===== src/rtl/ntsc_cvbs_enc.sv =====
// ntsc_cvbs_enc
// Composite-video (CVBS) encoder for the 4fsc NTSC pipeline. It takes the
// timing generator's SYNC/BLANK/BURST strobes and Y/U/V pixel data and
// produces one 10-bit DAC code per 4fsc sample: sync tip, blanking, colour
// burst, or active video with quadrature-modulated chroma. At 4fsc the
// subcarrier is a 4-phase sequence, so a 2-bit counter replaces an NCO.
//
// Ports:
//   CK_i      4fsc clock
//   AR_i      asynchronous active-high reset
//   XR_i      synchronous active-low phase clear, qualified by CK_EE_i
//   CK_EE_i   clock enable; all state advances only when it is 1
//   SYNC_i    0 = sync tip
//   BLANK_i   1 = blanking
//   BURST_i   1 = colour burst window
//   Y_i       luma, unsigned 0..255
//   U_i       B-Y, signed two's complement
//   V_i       R-Y, signed two's complement
//   DAC_o     composite code, unsigned, saturated 0..1023
//   Q_SYNC_o  SYNC_i delayed to line up with DAC_o
//   Q_PH_o    subcarrier phase of the sample currently on DAC_o
//
// Latency is three enabled cycles from the inputs to DAC_o.

module ntsc_cvbs_enc #(
  parameter logic [9:0] C_SYNC_LEVEL  = 10'd16,
  parameter logic [9:0] C_BLANK_LEVEL = 10'd240,
  parameter logic [9:0] C_BLACK_LEVEL = 10'd282,
  parameter logic [9:0] C_BURST_AMP   = 10'd112
) (
  input  logic       CK_i,
  input  logic       AR_i,
  input  logic       XR_i,
  input  logic       CK_EE_i,
  input  logic       SYNC_i,
  input  logic       BLANK_i,
  input  logic       BURST_i,
  input  logic [7:0] Y_i,
  input  logic [7:0] U_i,
  input  logic [7:0] V_i,
  output logic [9:0] DAC_o,
  output logic       Q_SYNC_o,
  output logic [1:0] Q_PH_o
);

  // Subcarrier phase counter
  logic [1:0] r_ph;

  // Stage 1: registered inputs and the phase they were sampled with
  logic       r_s1Sync;
  logic       r_s1Blank;
  logic       r_s1Burst;
  logic [7:0] r_s1Y;
  logic [7:0] r_s1U;
  logic [7:0] r_s1V;
  logic [1:0] r_s1Ph;

  // Stage 2: strobes plus luma and chroma terms
  logic              r_s2Sync;
  logic              r_s2Blank;
  logic              r_s2Burst;
  logic [9:0]        r_s2Luma;
  logic signed [11:0] r_s2Chroma;
  logic [1:0]        r_s2Ph;

  // Stage 3: output registers
  logic [9:0] r_dac;
  logic       r_qSync;
  logic [1:0] r_qPh;

  // Combinational terms
  logic signed [11:0] w_uX2;
  logic signed [11:0] w_vX2;
  logic signed [11:0] w_burstAmp;
  logic signed [11:0] w_chroma;
  logic [9:0]         w_luma;
  logic signed [11:0] w_base;
  logic signed [11:0] w_sum;
  logic [9:0]         w_sat;
  logic [9:0]         w_dacNext;

  // The phase counter is free-running. 910 samples per line is 2 mod 4, so
  // the burst and chroma phases invert from line to line without extra
  // logic. XR_i realigns the counter but leaves the data pipeline alone.
  always_ff @(posedge CK_i or posedge AR_i) begin
    if (AR_i) begin
      r_ph <= 2'd0;
    end else if (CK_EE_i) begin
      if (!XR_i) r_ph <= 2'd0;
      else       r_ph <= r_ph + 2'd1;
    end
  end

  // Stage 1 captures the inputs together with the current phase.
  always_ff @(posedge CK_i or posedge AR_i) begin
    if (AR_i) begin
      r_s1Sync  <= 1'b1;
      r_s1Blank <= 1'b1;
      r_s1Burst <= 1'b0;
      r_s1Y     <= 8'd0;
      r_s1U     <= 8'd0;
      r_s1V     <= 8'd0;
      r_s1Ph    <= 2'd0;
    end else if (CK_EE_i) begin
      r_s1Sync  <= SYNC_i;
      r_s1Blank <= BLANK_i;
      r_s1Burst <= BURST_i;
      r_s1Y     <= Y_i;
      r_s1U     <= U_i;
      r_s1V     <= V_i;
      r_s1Ph    <= r_ph;
    end
  end

  // The U and V inputs are sign-extended to 12 bits and doubled. With 12
  // bits, negating -256 gives +256 without overflow.
  assign w_uX2      = {{3{r_s1U[7]}}, r_s1U, 1'b0};
  assign w_vX2      = {{3{r_s1V[7]}}, r_s1V, 1'b0};
  assign w_burstAmp = {2'b00, C_BURST_AMP};
  assign w_luma     = C_BLACK_LEVEL + {1'b0, r_s1Y, 1'b0};

  // The chroma term comes from the phase. The burst sits on the -U axis.
  // Active video rotates +U, +V, -U, -V.
  always_comb begin
    w_chroma = 12'sd0;
    if (r_s1Burst) begin
      case (r_s1Ph)
        2'd0:    w_chroma = -w_burstAmp;
        2'd2:    w_chroma = w_burstAmp;
        default: w_chroma = 12'sd0;
      endcase
    end else begin
      case (r_s1Ph)
        2'd0:    w_chroma = w_uX2;
        2'd1:    w_chroma = w_vX2;
        2'd2:    w_chroma = -w_uX2;
        default: w_chroma = -w_vX2;
      endcase
    end
  end

  // Stage 2 holds the luma and chroma terms alongside the delayed strobes.
  always_ff @(posedge CK_i or posedge AR_i) begin
    if (AR_i) begin
      r_s2Sync   <= 1'b1;
      r_s2Blank  <= 1'b1;
      r_s2Burst  <= 1'b0;
      r_s2Luma   <= 10'd0;
      r_s2Chroma <= 12'sd0;
      r_s2Ph     <= 2'd0;
    end else if (CK_EE_i) begin
      r_s2Sync   <= r_s1Sync;
      r_s2Blank  <= r_s1Blank;
      r_s2Burst  <= r_s1Burst;
      r_s2Luma   <= w_luma;
      r_s2Chroma <= w_chroma;
      r_s2Ph     <= r_s1Ph;
    end
  end

  // The burst rides on blanking level and active video on the luma term.
  // The 12-bit sum can only exceed 1023 from below 2048, so bit 10 flags
  // the overflow and bit 11 flags a negative result.
  assign w_base = r_s2Burst ? {2'b00, C_BLANK_LEVEL} : {2'b00, r_s2Luma};
  assign w_sum  = w_base + r_s2Chroma;

  always_comb begin
    w_sat = w_sum[9:0];
    if (w_sum[11])      w_sat = 10'd0;
    else if (w_sum[10]) w_sat = 10'd1023;
  end

  // Output priority: sync, then burst (whether or not BLANK is set), then
  // blanking, then active video.
  always_comb begin
    w_dacNext = w_sat;
    if (!r_s2Sync)     w_dacNext = C_SYNC_LEVEL;
    else if (r_s2Burst) w_dacNext = w_sat;
    else if (r_s2Blank) w_dacNext = C_BLANK_LEVEL;
  end

  // Stage 3 registers the DAC code and its tracking outputs.
  always_ff @(posedge CK_i or posedge AR_i) begin
    if (AR_i) begin
      r_dac   <= C_BLANK_LEVEL;
      r_qSync <= 1'b1;
      r_qPh   <= 2'd0;
    end else if (CK_EE_i) begin
      r_dac   <= w_dacNext;
      r_qSync <= r_s2Sync;
      r_qPh   <= r_s2Ph;
    end
  end

  assign DAC_o    = r_dac;
  assign Q_SYNC_o = r_qSync;
  assign Q_PH_o   = r_qPh;

endmodule


===== config.mk =====
export PLATFORM = sky130hd
export DESIGN_NAME = ntsc_cvbs_enc
export DESIGN_NICKNAME = d
export VERILOG_FILES = /design/src/rtl/ntsc_cvbs_enc.sv
export SDC_FILE = /design/constraint.sdc
export NUM_CORES = 1
export LEC_CHECK = 0
export ABC_AREA = 1
export BUFFER_PORTS_ARGS = -buffer_cell sky130_fd_sc_hd__buf_2
export CAP_MARGIN = 20
export CORE_ASPECT_RATIO = 1.4
export CORE_MARGIN = 2
export CORE_UTILIZATION = 55
export CTS_BUF_LIST = sky130_fd_sc_hd__clkbuf_4
export CTS_CLUSTER_SIZE = 10
export DETAILED_ROUTE_END_ITERATION = 8
export PLACE_DENSITY = 0.76
export RECOVER_POWER = 25
export SYNTH_ARGS = -nofsm -noshare
export SYNTH_HDL_FRONTEND = slang
export SYNTH_SLANG_ARGS = --single-unit
export TNS_END_PERCENT = 100

===== constraint.sdc =====
create_clock -name CK_i -period 2.8 [get_ports CK_i]
set_clock_uncertainty 0.2 [all_clocks]
set_input_delay 0.28 -clock CK_i [delete_from_list [all_inputs] [get_ports CK_i]]
set_output_delay 0.28 -clock CK_i [all_outputs]
set_load 0.05 [all_outputs]

==> reports/qor_table.md, run 1 <==
| Quantity | This run | Unit |
|:---|:---|:---|
| Startpoint types | register | - |
| First-pass GRT wire length | 15500 | um |
| Post-synthesis average cell area | 7.59 | um2 |
| RSZ-0062 raised after global routing | false | - |
| Number of I/O port buffers | 43 | - |
| Die Wd | 75.0 | um |
| Die Ht | 103 | um |
| First-iteration detailed-routing DRC count | 170 | - |
| Antenna diode instance count | 0 | - |
| Top routing layer used | met4 | - |
| Logic gate share of total power | 0.387 | - |
| Most frequent standard cell in the layout excluding fill and tap cells | nand2_1 | - |
| Class of the most critical hold timing path | reg2reg | - |
| Wire length per cell after detailed routing | 13.0 | um |
| Num ports | 44 | - |
| Maxcap violations | 0 | - |
| Final wirelength | 8980 | um |
| Pin count of the biggest net entering global routing | 67 | - |
| Clk pwr share | 0.217 | - |
| Largest area contributor in the synthesized netlist | dfrtp_1 | - |
| Clock root buffer | clkbuf_4 | - |
| Routed metal-1 wire length | 3590 | um |
| Vias per cell | 5.00 | - |
| Top fanout value on the critical path | 6 | - |
| Data required time at the worst endpoint | 2.97 | ns |
| First-pass iteration count of the detailed router | 4 | - |
| #FFs+latches synth | 69 | - |
| # resized after CTS | 0 | - |
| Post-synthesis async set-or-reset flop share | 1.00 | - |
| Post-synthesis instance total | 512 | - |
| Max stage delay on crit path | 0.45 | ns |
| R2R setup slack | 0.48 | ns |
| Vias in the first global route | 3466 | - |
| Gp weighted congestion | 0.923 | - |
| Tightest Pin Transition | 1.02 | ns |
| Net switching share of the total power | 0.397 | - |
| Via count | 3448 | - |
| Slew margin rel. | 0.321 | - |
| Unique masters post-synth | 36 | - |
| Combined global-route utilization of all metal layers | 0.268 | - |
| Largest vdd supply drop | 0.401 | mV |
| HPWL after detailed placement | 6370 | um |
| Syn Std Cell Area | 3890 | um2 |
| Hold Vio Cnt, Final | 0 | - |
| Placeable core region | 6890 | um2 |
| Reg power frac | 0.395 | - |
| Internal power | 1970 | uW |
| Type of destination of the critical path | register | - |
| Post-CTS setup buffer count | 0 | - |
| Clock latency on the worst-skew pair | 0.44 | ns |
| Final setup violation count | 0 | - |
| Most frequent cells in the layout | nand2_1 (152), inv_1 (66), dfrtp_1 (60), o21ai_0 (47), buf_2 (43) | - |
| Warning count from the yosys run | 0 | - |
| Standard cell with the maximum stage delay on the critical path | dfrtp_1 | - |
| Flip-flop cell with the highest count after synthesis | dfrtp_1 | - |
| Sinks on Clock Net | 69 | - |
| Utilization after layout | 0.679 | - |
| Maximum clock frequency | 431 | MHz |
| Cell-by-cell listing of the critical path | nor2_1 > ha_1 > inv_1 > fa_1 > inv_1 > nand3_2 > nand3_2 > nand2_2 > a21oi_4 > o21ai_1 > nand2_1 | - |
| Number of nets in the final layout | 635 | - |
| CP arrival | 2.49 | ns |
| Type of the worst setup path | reg2reg | - |
| Share of layout cells above drive strength 1 | 0.170 | - |
| Run status | completed | - |
| Clock transition at the registers of the reported paths | 0.10 | ns |
| H-tree level count | 3 | - |
| Synth-to-layout area growth | 20.5 | % |
| Number of antenna violations at the first check in global routing | 0 | - |
| Routed length on met3 | 271 | um |
| Final max-slew violation count | 0 | - |
| Met2 wire len | 4820 | um |
| Reported net switching power | 1300 | uW |
| Area fraction of the dominant cell type after synthesis | 0.386 | - |
| Max Buffers Root-to-Sink | 2 | - |
| Synthesized netlist net count | 557 | - |
| Number of buffers inserted for hold repair after clock tree synthesis | 34 | - |
| Total Negative Setup Slacks | 0 | ns |
| CTS tree | built | - |
| Number of synthesized flops with an enable pin | 0 | - |
| Area of the die | 7760 | um2 |
| Number of clock buffers inserted by TritonCTS | 9 | - |
| Residual overflow from global routing | 0 | - |
| Area contributors post-synth | dfrtp_1 (39%), nand2_1 (15%), inv_1 (6.4%) | - |
| Number of DRC violations after detailed routing | 0 | - |
| Cell Pwr Density | 699 | nW/um2 |
| Antenna Violating Nets Remaining | 0 | - |
| Fin crit period | 2.32 | ns |
| Portion of the post-synthesis area used by sequential elements | 0.447 | - |
| Initial core utilization | 0.564 | - |
| Cell row count | 36 | - |
| Static leakage | 0.00243 | uW |
| Filler instances | 607 | - |
| Tcrit/Tclk final | 0.829 | - |
## synth_stat cells (all sizes together) (7+ instances only)
library cell / n
nand2: 162
inv: 71
dfrtp: 60
o21ai: 60
nor2: 37
nand3: 29
a21oi: 21
ha: 13
dfstp: 9
clkbuf: 7
o22ai: 7
## power by group through the flow
stage                     sequential [uW]  combinational [uW]  clock, uW
after floorplan                      1440                 813          0
after global placement               1310                1200          0
after detailed placement             1310                1220          0
after CTS                            1290                1270        733
after global routing                 1320                1440        782
final                                1290                1270        711
## flip-flops by register name, summed over array words and instances, names as in the netlist
| name | count |
|---|---|
| DAC_o | 10 |
| r_s1V | 8 |
| r_s2Sync | 1 |
| r_s1Y | 8 |
| r_s2Chroma | 11 |
| r_s1Burst | 1 |
| Q_SYNC_o | 1 |
| r_s2Burst | 1 |
| r_ph | 2 |
| r_s2Ph | 2 |
| r_s1Blank | 1 |
| r_s2Blank | 1 |
| Q_PH_o | 2 |
| r_s1Sync | 1 |
| r_s2Luma | 9 |
| r_s1Ph | 2 |
| r_s1U | 8 |
## per-stage QoR
stage | worst slack, ns | hold slack (ns) | instances | instance area, um2 | total power [uW]
floorplan | 0.595 | 0.194 | 512 | 3890 | 2250
global placement | 0.553 | 0.176 | 640 | 4190 | 2510
detailed placement | 0.514 | 0.172 | 640 | 4190 | 2530
CTS | 0.462 | 0.239 | 690 | 4680 | 3300
global route | 0.228 | 0.281 | 690 | 4680 | 3540
finish | 0.480 | 0.268 | 690 | 4680 | 3270
## cell families after synthesis
| family | after synthesis | share of synthesized area |
|---|---|---|
| buf+inv | 84 | 0.0818 |
| xor+xnor | 8 | 0.0180 |
| fa+ha+maj | 14 | 0.0470 |
| compound gates | 96 | 0.138 |
| flops | 69 | 0.447 |
| simple gates | 241 | 0.268 |
## worst paths after layout
| check | startpoint | end | cells past startpoint |
|---|---|---|---|
| min in group asynchronous | AR_i | r_s1Y[5] | 3 |
| min | DAC_o[6] | DAC_o[6] | 2 |
| max in group asynchronous | AR_i | r_s1U[0] | 4 |
| max | r_s2Burst | DAC_o[9] | 11 |
| max reg2reg | r_s2Burst | DAC_o[9] | 11 |
| min reg2reg | DAC_o[6] | DAC_o[6] | 2 |
## layer usage
layer | vias up | track usage
li1 | 1794 | -
met1 | 1556 | 0.292
met2 | 73 | 0.470
met3 | 25 | 0.0620
met4 | 0 | 0.151
met5 | - | 0
## area by class of cell
class	instances	area, um2	share of cell area
clock buffers	10	75.1	0.0160
clock inverters	6	77.6	0.0166
inverters	71	267	0.0569
multi-input cells	359	1830	0.391
flip-flops and latches	69	1740	0.371
well taps	95	119	0.0254
repair buffers	80	576	0.123
## worst max-delay path: cells and delay by family, from the launching register on
kind	cells	cell delay (ns)
flops	1	0.45
fa+ha+maj	2	0.61
compound gates	2	0.29
buf+inv	2	0.23
simple gates	5	0.48
No activity file was read; power rests on OpenSTA's default activity.
==> run 2, diff against run 1 <==
--- a/config.mk
+++ b/config.mk
@@ -14,7 +14,7 @@
 export CTS_BUF_LIST = sky130_fd_sc_hd__clkbuf_4
 export CTS_CLUSTER_SIZE = 10
 export DETAILED_ROUTE_END_ITERATION = 8
-export PLACE_DENSITY = 0.76
+export PLACE_DENSITY = 0.79
 export RECOVER_POWER = 25
 export SYNTH_ARGS = -nofsm -noshare
 export SYNTH_HDL_FRONTEND = slang
==> constraint.sdc (replaced) <==
create_clock -name CK_i -period 2.1 [get_ports CK_i]
set_clock_uncertainty 0.2 [all_clocks]
set_input_delay 0.21 -clock CK_i [delete_from_list [all_inputs] [get_ports CK_i]]
set_output_delay 0.21 -clock CK_i [all_outputs]
set_load 0.05 [all_outputs]
==> run 2 against run 1 <==
  * The run now ends with setup timing left
  * Core utilization is 3.4 points higher
  * Power is 37% higher
  * Fmax rose by 1.3%
  * Hold slack improved by 0.0037 ns
  * Non-clock buffer count is 15 higher
  * Die area unchanged
  * Combinational power grew 57%
==> reports/qor_table.md, run 2 (same netlist as run 1, synthesis figures left out) <==
| Quantity | This run | Unit | Change |
|:---|:---|:---|:---|
| Clock transition at the registers of the reported paths | 0.11 | ns | about the same |
| Fin crit period | 2.29 | ns | -0.0299 ns |
| Worst setup slack before clock tree synthesis | -0.173 | ns | -0.686 ns |
| Number of I/O port buffers | 43 | - | unchanged |
| Die Wd | 75.0 | um | unchanged |
| CP arrival | 2.48 | ns | about the same |
| First-pass GRT wire length | 15500 | um | +0.14% |
| Top fanout value on the critical path | 6 | - | unchanged |
| Cell row count | 36 | - | unchanged |
| Antenna Violating Nets Remaining | 0 | - | unchanged |
| Die Ht | 103 | um | unchanged |
| RSZ-0062 raised after global routing | true | - |  |
| Max stage delay on crit path | 0.49 | ns | +0.04 ns |
| Number of DRC violations after detailed routing | 0 | - | unchanged |
| Type of the worst setup path | reg2reg | - |  |
| Final wirelength | 9360 | um | +4.2% |
| Slew margin rel. | 0.315 | - | -0.00541 |
| Max reg flops | 11 | - | unchanged |
| HPWL after detailed placement | 6430 | um | +0.94% |
| Synth-to-layout area growth | 26.5 | % |  |
| Initial core utilization | 0.564 | - | unchanged |
| Share of layout cells above drive strength 1 | 0.238 | - | +0.0680 |
| Static leakage | 0.00250 | uW | +2.8% |
| Clock latency on the worst-skew pair | 0.44 | ns | about the same |
| Most prevalent standard cell on the critical path | nand2_1 | - |  |
| CTS tree | built | - |  |
| Maxcap violations | 0 | - | unchanged |
| R2R setup slack | -0.19 | ns | -0.67 ns |
| First-pass iteration count of the detailed router | 5 | - | +1 |
| Total Negative Setup Slacks | -1.51 | ns | -1.51 ns |
| Standard cell with the maximum stage delay on the critical path | dfrtp_2 | - |  |
| Hold Vio Cnt, Final | 0 | - | unchanged |
| Data required time at the worst endpoint | 2.29 | ns | -0.68 ns |
| Net switching share of the total power | 0.418 | - | +0.0201 |
| Number of clock buffers inserted by TritonCTS | 9 | - | unchanged |
| Antenna diode instance count | 0 | - | unchanged |
| Via count | 3655 | - | +6.0% |
| Reg power frac | 0.388 | - | -0.007 |
| Final setup violation count | 10 | - | +10 |
| Num ports | 44 | - | unchanged |
| Most frequent cells in the layout | nand2_1 (150), inv_1 (63), dfrtp_1 (59), o21ai_0 (47), buf_2 (43) | - |  |
| Pin count of the biggest net entering global routing | 47 | - | -30% |
| Utilization after layout | 0.713 | - | +0.0338 |
| Run status | complete, but fails checks | - |  |
| Combined global-route utilization of all metal layers | 0.265 | - | -0.00362 |
| Hold_sp | DAC_o[6] | - |  |
| Placeable core region | 6890 | um2 | unchanged |
| Clk pwr share | 0.168 | - | -0.049 |
| Launching instance or port of the critical path | r_s2Burst | - |  |
| H-tree level count | 3 | - | unchanged |
| Tightest Pin Transition | 1.02 | ns | +0.00362 ns |
| Class of the most critical hold timing path | reg2reg | - |  |
| Final max-slew violation count | 0 | - | unchanged |
| Vias per cell | 5.18 | - | +3.7% |
| Vias in the first global route | 3570 | - | +3.0% |
| Failing checks | setup timing | - |  |
| Type of destination of the critical path | register | - |  |
| Reg with most FFs | r_s2Chroma | - |  |
| Cell Pwr Density | 914 | nW/um2 | +31% |
| Final setup slack of the worst path | -0.191 | ns | -0.670 ns |
| Residual overflow from global routing | 0 | - | unchanged |
| Gp weighted congestion | 0.917 | - | -0.63% |
| Logic gate share of total power | 0.444 | - | +0.057 |
| Hold_ws | 0.272 | ns | +0.00365 ns |
| Internal power | 2620 | uW | +33% |
| Wire length per cell after detailed routing | 13.3 | um | +2.0% |
| Number of antenna violations at the first check in global routing | 0 | - | unchanged |
| Max Buffers Root-to-Sink | 2 | - | unchanged |
| Maximum clock frequency | 437 | MHz | +1.3% |
| Largest vdd supply drop | 0.460 | mV | +15% |
| Design area | 4910 | um2 | +5.0% |
| First-iteration detailed-routing DRC count | 239 | - | +41% |
| Worst r2r src | r_s2Burst | - |  |
| Area of placed instances | 4300 | um2 | +2.5% |
| Number of nets in the final layout | 650 | - | +2.4% |
| Startpoint types | register | - |  |
| Tcrit/Tclk final | 1.09 | - | +0.262 |
| Reported net switching power | 1880 | uW | +44% |
| Sinks on Clock Net | 69 | - | unchanged |
| Cell-by-cell listing of the critical path | nor2_2 > ha_1 > nand2_1 > nand2_1 > a22oi_2 > nand4_4 > a21oi_4 > o21ai_1 > nand2_1 | - |  |
| Area of the die | 7760 | um2 | unchanged |
| Clock root buffer | clkbuf_4 | - |  |
| Most frequent standard cell in the layout excluding fill and tap cells | nand2_1 | - |  |
[run 2: cell types whose count changed in the layout (fill, tap and decap cells not counted), sizes merged]
cell	change
buf	+17
clkbuf	+3
bufinv	-2
dlygate4sd3	-2
clkinv	-1
clkinvlp	+1
inv	-1
[run 2: power groups by stage]
stage / Sequential, uW / Combinational (uW) / Clock [uW]
2_1_floorplan: 1920 / 1080 / 0
3_3_place_gp: 1740 / 1680 / 0
3_5_place_dp: 1750 / 1720 / 0
4_1_cts: 1740 / 1840 / 769
5_1_grt: 1780 / 2220 / 827
6_report: 1740 / 2000 / 753
[run 2: through the flow]
step / total power (uW) / std cells
5_1_grt: 4830 / 705
3_5_place_dp: 3470 / 652
2_1_floorplan: 3010 / 512
6_report: 4490 / 705
4_1_cts: 4350 / 703
3_3_place_gp: 3420 / 652
[run 2: critical path: cells and delay by family (launching register included)]
family | cells | cell delay [ns]
flops | 1 | 0.49
fa+ha+maj | 1 | 0.32
compound gates | 3 | 0.64
simple gates | 5 | 0.59
[run 2: path summary, 6_finish.rpt]
path / endpoint / cells past startpoint
max: DAC_o[9] / 9
max reg2reg: DAC_o[9] / 9
min: DAC_o[6] / 2
min in group asynchronous: r_s1V[3] / 3
min reg2reg: DAC_o[6] / 2
max in group asynchronous: r_s2Burst / 4
[run 2: final cells by class]
type | count | area [um2]
Clock buffer | 13 | 97.6
Clock inverter | 3 | 13.8
Fill cell | 538 | 1980
Inverter | 71 | 273
Multi-Input combinational cell | 359 | 1990
Sequential cell | 69 | 1740
Tap cell | 95 | 119
Timing Repair Buffer | 95 | 686
[run 2: per-layer routing]
layer	vias up	track usage	routed length, um
met3	30	0.0426	353
met4	0	0.154	351
met2	90	0.476	5110
li1	1833	-	-
met1	1702	0.286	3550
met5	-	0	0
[run 2: repair_timing]
action                                  4_1_cts  5_1_grt
gates cloned                                  0        0
buffers inserted                              3        2
pin swaps                                     9        7
gates resized for setup                      14       21
endpoints found under the setup margin       10       11
hold endpoints to repair                     58        0
hold buffers                                 32        0
